==> config.mk <==
export PLATFORM = sky130hd
export DESIGN_NAME = tqvp_input_conditioner
export DESIGN_NICKNAME = d
export VERILOG_FILES = /design/src/rtl/tqvp_conditioner_pkg.sv /design/src/rtl/tqvp_sync2.sv /design/src/rtl/tqvp_input_conditioner.sv
export SDC_FILE = /design/constraint.sdc
export NUM_CORES = 1
export LEC_CHECK = 0
export BUFFER_PORTS_ARGS = -buffer_cell sky130_fd_sc_hd__buf_2
export CAP_MARGIN = 20
export CORE_MARGIN = 2
export CORE_UTILIZATION = 50
export DETAILED_ROUTE_END_ITERATION = 8
export PLACE_DENSITY = 0.73
export SLEW_MARGIN = 10
export SYNTH_ARGS = -nofsm -noshare
export SYNTH_HDL_FRONTEND = slang
export SYNTH_SLANG_ARGS = --single-unit
==> constraint.sdc <==
create_clock -name clk -period 5.18 [get_ports clk]
set_clock_uncertainty 0.2 [all_clocks]
set_input_delay 0 -clock clk [delete_from_list [all_inputs] [get_ports clk]]
set_output_delay 0 -clock clk [all_outputs]
set_load 0.005 [all_outputs]
==> src/rtl/tqvp_conditioner_pkg.sv <==
// Shared FSM encoding and register bit positions for the input conditioner.
package tqvp_conditioner_pkg;

    typedef enum logic {
        ST_STABLE = 1'b0,
        ST_CHECK  = 1'b1
    } cond_state_t;

    localparam int CTRL_EN_BIT      = 0;
    localparam int CTRL_SEL_LSB     = 1;
    localparam int CTRL_SEL_MSB     = 3;

    localparam int STATUS_CLEAN_BIT = 0;
    localparam int STATUS_RISE_BIT  = 1;
    localparam int STATUS_FALL_BIT  = 2;

    localparam logic [7:0] THRESH_RESET = 8'h04;

endpackage

==> src/rtl/tqvp_sync2.sv <==
// Two-flop synchronizer for one asynchronous pin; output lags input by two clocks.
module tqvp_sync2 (
    input  logic clk,
    input  logic rst,
    input  logic d_in,
    output logic q_out
);

    logic meta_q, meta_d;
    logic sync_q, sync_d;

    always_comb begin
        meta_d = d_in;
        sync_d = meta_q;
    end

    always_ff @(posedge clk or posedge rst) begin
        if (rst) begin
            meta_q <= 1'b0;
            sync_q <= 1'b0;
        end else begin
            meta_q <= meta_d;
            sync_q <= sync_d;
        end
    end

    assign q_out = sync_q;

endmodule

==> src/rtl/tqvp_input_conditioner.sv <==
// Selectable-pin debouncer with edge pulses and sticky edge flags.
// Define CONDITIONER_PRESCALE_EN to add the programmable tick prescaler.
module tqvp_input_conditioner
    import tqvp_conditioner_pkg::*;
#(
    parameter logic [3:0] ADDR_CTRL     = 4'h0,
    parameter logic [3:0] ADDR_THRESH   = 4'h1,
    parameter logic [3:0] ADDR_STATUS   = 4'h2,
    parameter logic [3:0] ADDR_PRESCALE = 4'h3
) (
    input  logic       clk,
    input  logic       rst,
    input  logic [7:0] ui_in,
    input  logic [3:0] address,
    input  logic       data_write,
    input  logic [7:0] data_in,
    output logic [7:0] data_out,
    output logic       clean_out,
    output logic       rise_pulse,
    output logic       fall_pulse
);

    logic        en_q, en_d;
    logic [2:0]  sel_q, sel_d;
    logic [7:0]  thresh_q, thresh_d;
    cond_state_t state_q, state_d;
    logic [7:0]  cnt_q, cnt_d;
    logic        clean_q, clean_d;
    logic        rise_q, rise_d;
    logic        fall_q, fall_d;
    logic        rise_seen_q, rise_seen_d;
    logic        fall_seen_q, fall_seen_d;

    logic        sync;
    logic        tick;
    logic        commit;
    logic [8:0]  cnt_inc;
    logic        wr_ctrl, wr_thresh, wr_status;

    assign wr_ctrl   = data_write && (address == ADDR_CTRL);
    assign wr_thresh = data_write && (address == ADDR_THRESH);
    assign wr_status = data_write && (address == ADDR_STATUS);

    tqvp_sync2 u_sync (
        .clk   (clk),
        .rst   (rst),
        .d_in  (ui_in[sel_q]),
        .q_out (sync)
    );

`ifdef CONDITIONER_PRESCALE_EN
    logic [7:0] prescale_q, prescale_d;
    logic [7:0] presc_cnt_q, presc_cnt_d;
    logic       wr_prescale;

    assign wr_prescale = data_write && (address == ADDR_PRESCALE);

    always_comb begin
        tick        = (presc_cnt_q == prescale_q);
        presc_cnt_d = tick ? 8'h00 : presc_cnt_q + 8'h01;
        prescale_d  = wr_prescale ? data_in : prescale_q;
    end

    always_ff @(posedge clk or posedge rst) begin
        if (rst) begin
            prescale_q  <= 8'h00;
            presc_cnt_q <= 8'h00;
        end else begin
            prescale_q  <= prescale_d;
            presc_cnt_q <= presc_cnt_d;
        end
    end
`else
    always_comb begin
        tick = 1'b1;
    end
`endif

    always_comb begin
        en_d     = wr_ctrl ? data_in[CTRL_EN_BIT] : en_q;
        sel_d    = wr_ctrl ? data_in[CTRL_SEL_MSB:CTRL_SEL_LSB] : sel_q;
        thresh_d = wr_thresh ? data_in : thresh_q;
    end

    // Debounce FSM; the comparison uses 9 bits so a saturated count still compares correctly.
    always_comb begin
        state_d = state_q;
        cnt_d   = cnt_q;
        clean_d = clean_q;
        rise_d  = 1'b0;
        fall_d  = 1'b0;
        commit  = 1'b0;
        cnt_inc = {1'b0, cnt_q} + 9'd1;

        if (!en_q) begin
            state_d = ST_STABLE;
            cnt_d   = 8'h00;
        end else begin
            case (state_q)
                ST_STABLE: begin
                    if (sync != clean_q) begin
                        if (thresh_q == 8'h00) begin
                            commit = 1'b1;
                        end else begin
                            state_d = ST_CHECK;
                            cnt_d   = 8'h00;
                        end
                    end
                end
                ST_CHECK: begin
                    if (sync == clean_q) begin
                        state_d = ST_STABLE;
                    end else if (tick) begin
                        cnt_d = (cnt_q == 8'hFF) ? 8'hFF : cnt_inc[7:0];
                        if (cnt_inc >= {1'b0, thresh_q}) begin
                            commit  = 1'b1;
                            state_d = ST_STABLE;
                        end
                    end
                end
                default: begin
                    state_d = ST_STABLE;
                    cnt_d   = 8'h00;
                end
            endcase
        end

        if (commit) begin
            clean_d = sync;
            rise_d  = sync;
            fall_d  = !sync;
        end
    end

    // A flag being set wins over a simultaneous write-1-to-clear.
    always_comb begin
        rise_seen_d = rise_d | (rise_seen_q & ~(wr_status & data_in[STATUS_RISE_BIT]));
        fall_seen_d = fall_d | (fall_seen_q & ~(wr_status & data_in[STATUS_FALL_BIT]));
    end

    always_ff @(posedge clk or posedge rst) begin
        if (rst) begin
            state_q     <= ST_STABLE;
            cnt_q       <= 8'h00;
            clean_q     <= 1'b0;
            rise_q      <= 1'b0;
            fall_q      <= 1'b0;
            rise_seen_q <= 1'b0;
            fall_seen_q <= 1'b0;
            en_q        <= 1'b0;
            sel_q       <= 3'd0;
            thresh_q    <= THRESH_RESET;
        end else begin
            state_q     <= state_d;
            cnt_q       <= cnt_d;
            clean_q     <= clean_d;
            rise_q      <= rise_d;
            fall_q      <= fall_d;
            rise_seen_q <= rise_seen_d;
            fall_seen_q <= fall_seen_d;
            en_q        <= en_d;
            sel_q       <= sel_d;
            thresh_q    <= thresh_d;
        end
    end

    assign clean_out  = clean_q;
    assign rise_pulse = rise_q;
    assign fall_pulse = fall_q;

    always_comb begin
        data_out = 8'h00;
        if (address == ADDR_CTRL) begin
            data_out = {4'b0000, sel_q, en_q};
        end else if (address == ADDR_THRESH) begin
            data_out = thresh_q;
        end else if (address == ADDR_STATUS) begin
            data_out = {5'b00000, fall_seen_q, rise_seen_q, clean_q};
        end else if (address == ADDR_PRESCALE) begin
`ifdef CONDITIONER_PRESCALE_EN
            data_out = prescale_q;
`else
            data_out = 8'h00;
`endif
        end
    end

endmodule

==> results of run 1 <==
==> per-stage QoR <==
| stage | worst slack (ns) | hold WS (ns) | cell area [sq um] | instances |
|---|---|---|---|---|
| after CTS | 2.45 | 0.177 | 2210 | 277 |
| final | 2.43 | 0.172 | 2250 | 279 |
| after detailed placement | 2.48 | 0.0372 | 1920 | 249 |
| after floorplan | 2.71 | -0.135 | 1720 | 173 |
| after global routing | 2.24 | 0.197 | 2250 | 279 |
| after global placement | 2.59 | 0.0314 | 1920 | 249 |
==> layout make-up <==
cell class,count,area (sq um)
fillers,257,1060
multi-input cells,127,940
flip-flops and latches,28,702
repair buffers,59,443
well taps,46,57.6
inverters,15,56.3
clock inverters,1,30.0
clock buffers,3,22.5
==> registers in the layout, summed over array words and instances (netlist names) <==
register       count
state_q            1
fall_seen_q        1
sel_q              3
thresh_q           8
clean_out          1
u_sync.q_out       1
rise_pulse         1
rise_seen_q        1
en_q               1
cnt_q              8
u_sync.meta_q      1
fall_pulse         1
==> worst register-to-register path: stages (launching register included) <==
cell and delay, ns:
dfrtp_1 0.45, ha_1 0.26, and4_1 0.29, nand2_1 0.10, xnor2_1 0.14, ha_1 0.29, a21oi_1 0.13, o21ai_0 0.09
a21oi_1 0.25, nor2_1 0.11, a221o_1 0.36
==> how the worst max path moves through the flow <==
stage	startpoint	to	depth (start not counted)
global route	cnt_q[0]	rise_seen_q	10
CTS	cnt_q[0]	rise_seen_q	10
detailed placement	cnt_q[0]	rise_seen_q	10
global placement	cnt_q[0]	rise_seen_q	10
floorplan	cnt_q[0]	rise_seen_q	10
finish	cnt_q[0]	rise_seen_q	10
==> per-layer routing <==
| layer | part of all wire | routed length [um] | track usage |
|---|---|---|---|
| met1 | 0.39 | 1680 | 0.289 |
| met2 | 0.53 | 2260 | 0.426 |
| met3 | 0.055 | 237 | 0.0468 |
| met4 | 0.025 | 105 | 0.0639 |
| met5 | 0 | 0 | 0 |
==> power by group through the flow <==
stage               Combinational, mW  Clock (mW)  Sequential [mW]
global route                    0.229       0.158            0.328
floorplan                       0.137           0            0.299
CTS                             0.201       0.147            0.318
finish                          0.206       0.146            0.320
detailed placement              0.171           0            0.321
global placement                0.162           0            0.320
==> cells by family after synthesis <==
kind of cell / Yosys count / share of synthesized area
compound gates: 42 / 0.155
xor+xnor: 7 / 0.0357
fa+ha+maj: 9 / 0.0656
buf+inv: 18 / 0.0444
flops: 28 / 0.409
mux: 16 / 0.118
simple gates: 53 / 0.173
==> cell usage in the layout, fill, tap and decap left out, drive strengths merged, types with 4 or more instances in the layout <==
cell type,count
nor2,6
dfrtp,27
and2,4
nand2,20
ha,9
a22o,6
inv,15
mux2,14
buf,34
nand3,4
a21oi,10
dlygate4sd3,25
xnor2,4
o21ai,19
==> timing repair <==
| item | CTS | global route |
|---|---|---|
| endpoints found under the setup margin | 0 | 0 |
| hold buffers | 24 | 1 |
| endpoints found under the hold margin | 42 | 8 |
==> summary.log, run 1 <==
INFO  run_status     outcome=complete, no violations
INFO  logic_synthesis synth_cell_type_count=40
INFO  pwr            relative_contribution_of_sequential_cells_to_total_power=0.477
INFO  timing         hold_viol_final=0
INFO  detailed_routing average_wire_per_standard_cell=15.3um
INFO  timing         setup_tns=0ns
INFO  pwr            finalPower=0.672mW
INFO  critical_path  worst_path_max_delay_cell=dfrtp_1
INFO  critical_path  critical_path_required=5.21ns
INFO  logic_synthesis synth.most_common_cell=dfrtp_1
INFO  detailed_routing route.detailed.drc=0
INFO  timing         timing.max_slew.rel_slack=0.596
INFO  critical_path  endpoint_kind=flop
INFO  critical_path  timing.critical_path.from_type=flop
INFO  final_layout   fraction_of_layout_instances_using_a_drive_strength_above_1=0.266
INFO  critical_path  worst_r2r_startpoint=cnt_q[0]
INFO  critical_path  worst_ep_arrival_time=2.78ns
INFO  critical_path  path_max_fanout=5
INFO  critical_path  crit_path_max_delay_family=compound AO/OA/AOI/OAI gates
INFO  timing         tightestPinTransition=0.601ns
INFO  timing         timing.final.crit_share=0.531
INFO  grt            groute.usage.overall=0.237
INFO  die            top_level_ports=34
INFO  timing         period_needed=2.75ns
INFO  critical_path  worstRegToRegCells=10
INFO  logic_synthesis synthTopCellsByArea=dfrtp_1 (39%), mux2_2 (8.5%), ha_1 (6.6%)
INFO  logic_synthesis synth_fp_nets=205
INFO  min_path       timing.hold.worst_endpoint=u_sync.q_out
INFO  detailed_routing finalWirelength=4280um
INFO  clock_network  post_cts_resize_count=0
INFO  pwr            leakagePower=1.09nW
INFO  pwr            switching_share=0.328
INFO  grt            grt_pass1_vias=1,589
INFO  clock_network  total_clock_buffers_created_by_cts=3
INFO  pwr            worst_ir_drop_vdd=181uV
INFO  grt            antenna_found_initial=0
INFO  logic_synthesis synthTopCellsByCount=dfrtp_1 (27), nand2_1 (18), o21ai_0 (16), inv_1 (15), mux2_2 (13)
INFO  detailed_routing dr.pass1.iters=4
INFO  logic_synthesis synth_enable_flop_cells=0
INFO  clock_network  clock_tree.buffer_depth=2
INFO  detailed_routing ant_nets=0
INFO  min_path       number_of_stages_on_the_worst_hold_path=0
INFO  logic_synthesis netlist_area=0.00172sqmm
INFO  detailed_routing detail_route.iter0.violations=85
INFO  grt            grt_first_pass_wirelength=7310um
INFO  logic_synthesis ys.warnings.count=0
INFO  critical_path  crit_path_cell_trace=ha_1, and4_1, nand2_1, xnor2_1, ha_1, a21oi_1, o21ai_0, a21oi_1, nor2_1, a221o_1
INFO  die            chip_height=62.6um
INFO  logic_synthesis yosys_most_used_dff=dfrtp_1
INFO  clock_network  clk_pin_slew_worst_paths=0.16ns
INFO  pwr            power.combinational.fraction=0.306
INFO  run            drv.max_cap_violation_count=0
INFO  clock_network  tritoncts_num_sinks=28
INFO  final_layout   antenna_cells_inserted=0
INFO  critical_path  worstReg2RegEnd=rise_seen_q
INFO  place          portBuffers=33
INFO  grt            pin_count_of_the_biggest_net_entering_global_routing=29
INFO  place          finalWeightedCongestion=0.816
INFO  logic_synthesis ys_seq_elements=28
INFO  logic_synthesis syn_area_per_cell=9.93squm
INFO  min_path       hp-class=reg -> reg
INFO  die            initial_utilization=0.519
INFO  timing         rsz0062_at_grt=no
INFO  min_path       hold_path_startpoint=u_sync.meta_q
INFO  timing         timing.fmax=364MHz
INFO  critical_path  timing.setup.critical_path_class=reg -> reg
INFO  clock_network  worstSkewPairLatency=0.34ns
INFO  pwr            cellInternalPower=0.451mW
INFO  detailed_routing vias_per_cell=5.54
INFO  pwr            clock_power_share=0.217
INFO  logic_synthesis synth_top_cell_by_area=dfrtp_1
INFO  die            die_width=62.6um
INFO  logic_synthesis post-synth-top-area-fraction=0.393
INFO  timing         finalSetupViolCount=0
INFO  pwr            power.net_switching=0.221mW
INFO  die            num_rows=21
INFO  clock_network  ctsHtreeMaxLevel=1
INFO  die            coreArea=0.00331sqmm
INFO  final_layout   finish.utilization=0.680
INFO  pwr            power_density=299mW/mm^2
INFO  final_layout   syn2layout_area_growth=31.0%
INFO  place          place_hpwl=2890um
INFO  clock_network  cts_post_setup_buffers_inserted=0
INFO  logic_synthesis synth-async-reset-ratio=1.00
INFO  clock_network  clock_tree.root_cell=clkbuf_4
INFO  logic_synthesis synth_seq_area_share=0.409
INFO  die            die_area=0.00392sqmm
INFO  critical_path  crit_path_max_incr_delay=0.45ns
INFO  timing         final_max_slew_viol_count=0
INFO  final_layout   fin_nets=266
INFO  critical_path  critical_path.n_buffers_inverters=0
INFO  detailed_routing vias=1,546
INFO  clock_network  tritoncts_clock_tree=built
INFO  grt            overflow=0
INFO  logic_synthesis synth_cells=173
INFO  critical_path  r2r_setup_slack=2.43ns
(Power assumes the default switching activity.)
==> inputs of run 2 (changes only) <==
==> constraint.sdc (replaced) <==
create_clock -name clk -period 2.53 [get_ports clk]
set_clock_uncertainty 0.2 [all_clocks]
set_input_delay 0 -clock clk [delete_from_list [all_inputs] [get_ports clk]]
set_output_delay 0 -clock clk [all_outputs]
set_load 0.005 [all_outputs]
==> run 2 against run 1 <==
Non-clock buffer count up 7. Final cell count up 2.5%. Wire length barely moved. Clock power up 100%. First-iteration DRC count decreased by 25%. Critical path depth is the same. Sequential share of layout area decreased by 0.78 points. Critical path type unchanged. Highest routed layer unchanged.
==> summary.log, run 2 (same netlist as run 1, synthesis figures left out) <==
INFO  place          finalWeightedCongestion=0.804 [was 0.816]
INFO  die            die_area=0.00392sqmm [unchanged]
INFO  die            chip_height=62.6um [unchanged]
INFO  clock_network  clock_tree.root_cell=clkbuf_4 [unchanged]
INFO  min_path       hp-class=in -> async [was reg -> reg]
INFO  timing         period_needed=2.43ns [was 2.75 ns]
INFO  critical_path  endpoint_kind=flop [unchanged]
INFO  final_layout   antenna_cells_inserted=0 [unchanged]
INFO  final_layout   most_common_library_cell_in_the_layout_ignoring_fill_and_taps=buf_2 [unchanged]
INFO  detailed_routing detail_route.iter0.violations=64 [was 85]
INFO  die            coreArea=0.00331sqmm [unchanged]
INFO  timing         final_max_slew_viol_count=0 [unchanged]
INFO  die            die_width=62.6um [unchanged]
INFO  detailed_routing ant_nets=0 [unchanged]
INFO  die            initial_utilization=0.519 [unchanged]
INFO  detailed_routing vias_per_cell=5.57 [was 5.54]
INFO  run_status     outcome=complete, no violations [unchanged]
INFO  timing         layout_setup_ws=0.0978ns [was 2.43 ns]
INFO  final_layout   syn2layout_area_growth=35.1% [was 31.0%]
INFO  timing         timing.max_slew.rel_slack=0.642 [was 0.596]
INFO  grt            grt_first_pass_wirelength=7010um [was 7310 um]
INFO  pwr            cellInternalPower=0.931mW [was 0.451 mW]
INFO  grt            antenna_found_initial=0 [unchanged]
INFO  place          dp_cell_count=254 [was 249]
INFO  pwr            switching_share=0.326 [was 0.328]
INFO  place          place_hpwl=2870um [was 2890 um]
INFO  timing         setup_tns=0ns [unchanged]
INFO  grt            grt_pass1_vias=1,561 [was 1,589]
INFO  clock_network  total_clock_buffers_created_by_cts=3 [unchanged]
INFO  detailed_routing dr.pass1.iters=4 [unchanged]
INFO  clock_network  clock_tree.buffer_depth=2 [unchanged]
INFO  pwr            relative_contribution_of_sequential_cells_to_total_power=0.470 [was 0.477]
INFO  detailed_routing drt-met1-wl=1850um [was 1680 um]
INFO  pwr            power_density=596mW/mm^2 [was 299 mW/mm^2]
INFO  critical_path  timing.critical_path.from_type=flop [unchanged]
INFO  detailed_routing average_wire_per_standard_cell=14.9um [was 15.3 um]
INFO  timing         rsz0062_at_grt=yes [was no]
INFO  final_layout   largestRegisters=cnt_q (8), thresh_q (8), sel_q (3) [unchanged]
INFO  die            num_rows=21 [unchanged]
INFO  pwr            power.net_switching=0.451mW [was 0.221 mW]
INFO  final_layout   area_of_all_placed_cells_without_fillers=0.00232sqmm [was 0.00225 sq mm]
INFO  timing         tightestPinTransition=0.533ns [was 0.601 ns]
INFO  detailed_routing dr_wl_met3=216um [was 237 um]
INFO  critical_path  path_max_fanout=4 [was 5]
INFO  critical_path  timing.setup.critical_path_class=reg -> reg [unchanged]
INFO  timing         timing.fmax=411MHz [was 364 MHz]
INFO  timing         finalSetupViolCount=0 [unchanged]
INFO  clock_network  clk_pin_slew_worst_paths=0.15ns [was 0.16 ns]
INFO  final_layout   layoutNonFillerInstCount=286 [was 279]
INFO  pwr            power.combinational.fraction=0.315 [was 0.306]
INFO  detailed_routing route.detailed.drc=0 [unchanged]
INFO  clock_network  tritoncts_clock_tree=built [unchanged]
INFO  critical_path  worst_ep_arrival_time=2.47ns [was 2.78 ns]
INFO  timing         timing.final.crit_share=0.961 [was 0.531]
INFO  grt            pin_count_of_the_biggest_net_entering_global_routing=29 [unchanged]
INFO  timing         hold_viol_final=0 [unchanged]
INFO  clock_network  tritoncts_num_sinks=28 [unchanged]
INFO  detailed_routing finalWirelength=4280um [about the same]
INFO  final_layout   fin_nets=273 [was 266]
INFO  place          post-place-ws=-0.0207ns [was 2.48 ns]
INFO  detailed_routing top_layer=met4 [unchanged]
INFO  critical_path  critical_path_required=2.57ns [was 5.21 ns]
INFO  clock_network  worstSkewPairLatency=0.34ns [about the same]
INFO  run            drv.max_cap_violation_count=0 [unchanged]
INFO  grt            groute.usage.overall=0.226 [was 0.237]
INFO  pwr            leakagePower=1.13nW [was 1.09 nW]
INFO  final_layout   fraction_of_layout_instances_using_a_drive_strength_above_1=0.333 [was 0.266]
INFO  final_layout   layout_common_cells=buf_2 (33), dlygate4sd3_1 (25), dfrtp_1 (24) [was buf_2 (33), dfrtp_1 (27), dlygate4sd3_1 (25)]
INFO  die            top_level_ports=34 [unchanged]
INFO  grt            overflow=0 [unchanged]
INFO  place          portBuffers=33 [unchanged]
INFO  detailed_routing vias=1,593 [was 1,546]
INFO  pwr            worst_ir_drop_vdd=346uV [was 181 uV]
INFO  place          dpl_cell_area=0.00196sqmm [was 0.00192 sq mm]
INFO  detailed_routing met2WireLength=2150um [was 2260 um]
INFO  clock_network  ctsHtreeMaxLevel=1 [unchanged]
INFO  pwr            clock_power_share=0.215 [was 0.217]
-- run 2: cell count changes in the layout (fill, tap and decap cells not counted), sizes merged --
cell  change
buf       +7
-- run 2: cell type report --
class / instances / area, sq um
Clock buffer: 3 / 22.5
Clock inverter: 1 / 30.0
Fill cell: 273 / 990
Inverter: 15 / 56.3
Multi-Input combinational cell: 127 / 973
Sequential cell: 28 / 706
Tap cell: 46 / 57.6
Timing Repair Buffer: 66 / 475
-- run 2: power groups by stage --
| stage | clock, mW | combinational (mW) | sequential [mW] |
|---|---|---|---|
| finish | 0.297 | 0.435 | 0.650 |
| global route | 0.322 | 0.481 | 0.663 |
| CTS | 0.308 | 0.423 | 0.647 |
| detailed placement | 0 | 0.356 | 0.653 |
| global placement | 0 | 0.340 | 0.652 |
| floorplan | 0 | 0.280 | 0.612 |
-- run 2: layer usage --
metal,global-route usage,vias up
li1,-,757
met2,0.378,50
met3,0.0486,6
met4,0.0861,0
met5,0,-
met1,0.286,780
-- run 2: final timing paths --
check | from | end | slack, ns | depth (start not counted)
max in group asynchronous | rst | thresh_q[2] | 1.79 | 4
hold reg to reg | u_sync.meta_q | u_sync.q_out | 0.18 | 0
setup reg to reg | cnt_q[1] | clean_out | 0.1 | 10
min in group clk | u_sync.meta_q | u_sync.q_out | 0.18 | 0
setup / recovery | cnt_q[1] | clean_out | 0.1 | 10
hold / removal | rst | cnt_q[2] | 0.04 | 4
-- run 2: worst max-delay path, cell delays in order, from the launching register on --
cell	delay [ns]
dfrtp_1	0.39
ha_2	0.19
and4_4	0.25
nand2_4	0.06
xnor2_2	0.14
ha_1	0.29
a21oi_1	0.12
o21ai_1	0.08
a21oi_2	0.18
o21ai_1	0.10
mux2_1	0.32
-- run 2: through the flow --
| step | util | power (mW) | hold WS, ns |
|---|---|---|---|
| after floorplan | - | 0.892 | -0.135 |
| after global placement | 0.591 | 0.992 | -0.124 |
| after detailed placement | 0.591 | 1.01 | -0.119 |
| after CTS | 0.684 | 1.38 | 0.0381 |
| after global routing | 0.701 | 1.47 | 0.0603 |
| final | 0.701 | 1.38 | 0.0404 |
-- run 2: repair_timing --
item / in CTS / in global routing
gates resized for setup: 1 / 12
buffers inserted: 0 / 3
hold buffers: 25 / 0
endpoints found under the setup margin: 2 / 6
endpoints found under the hold margin: 43 / 0
pin swaps: 0 / 4
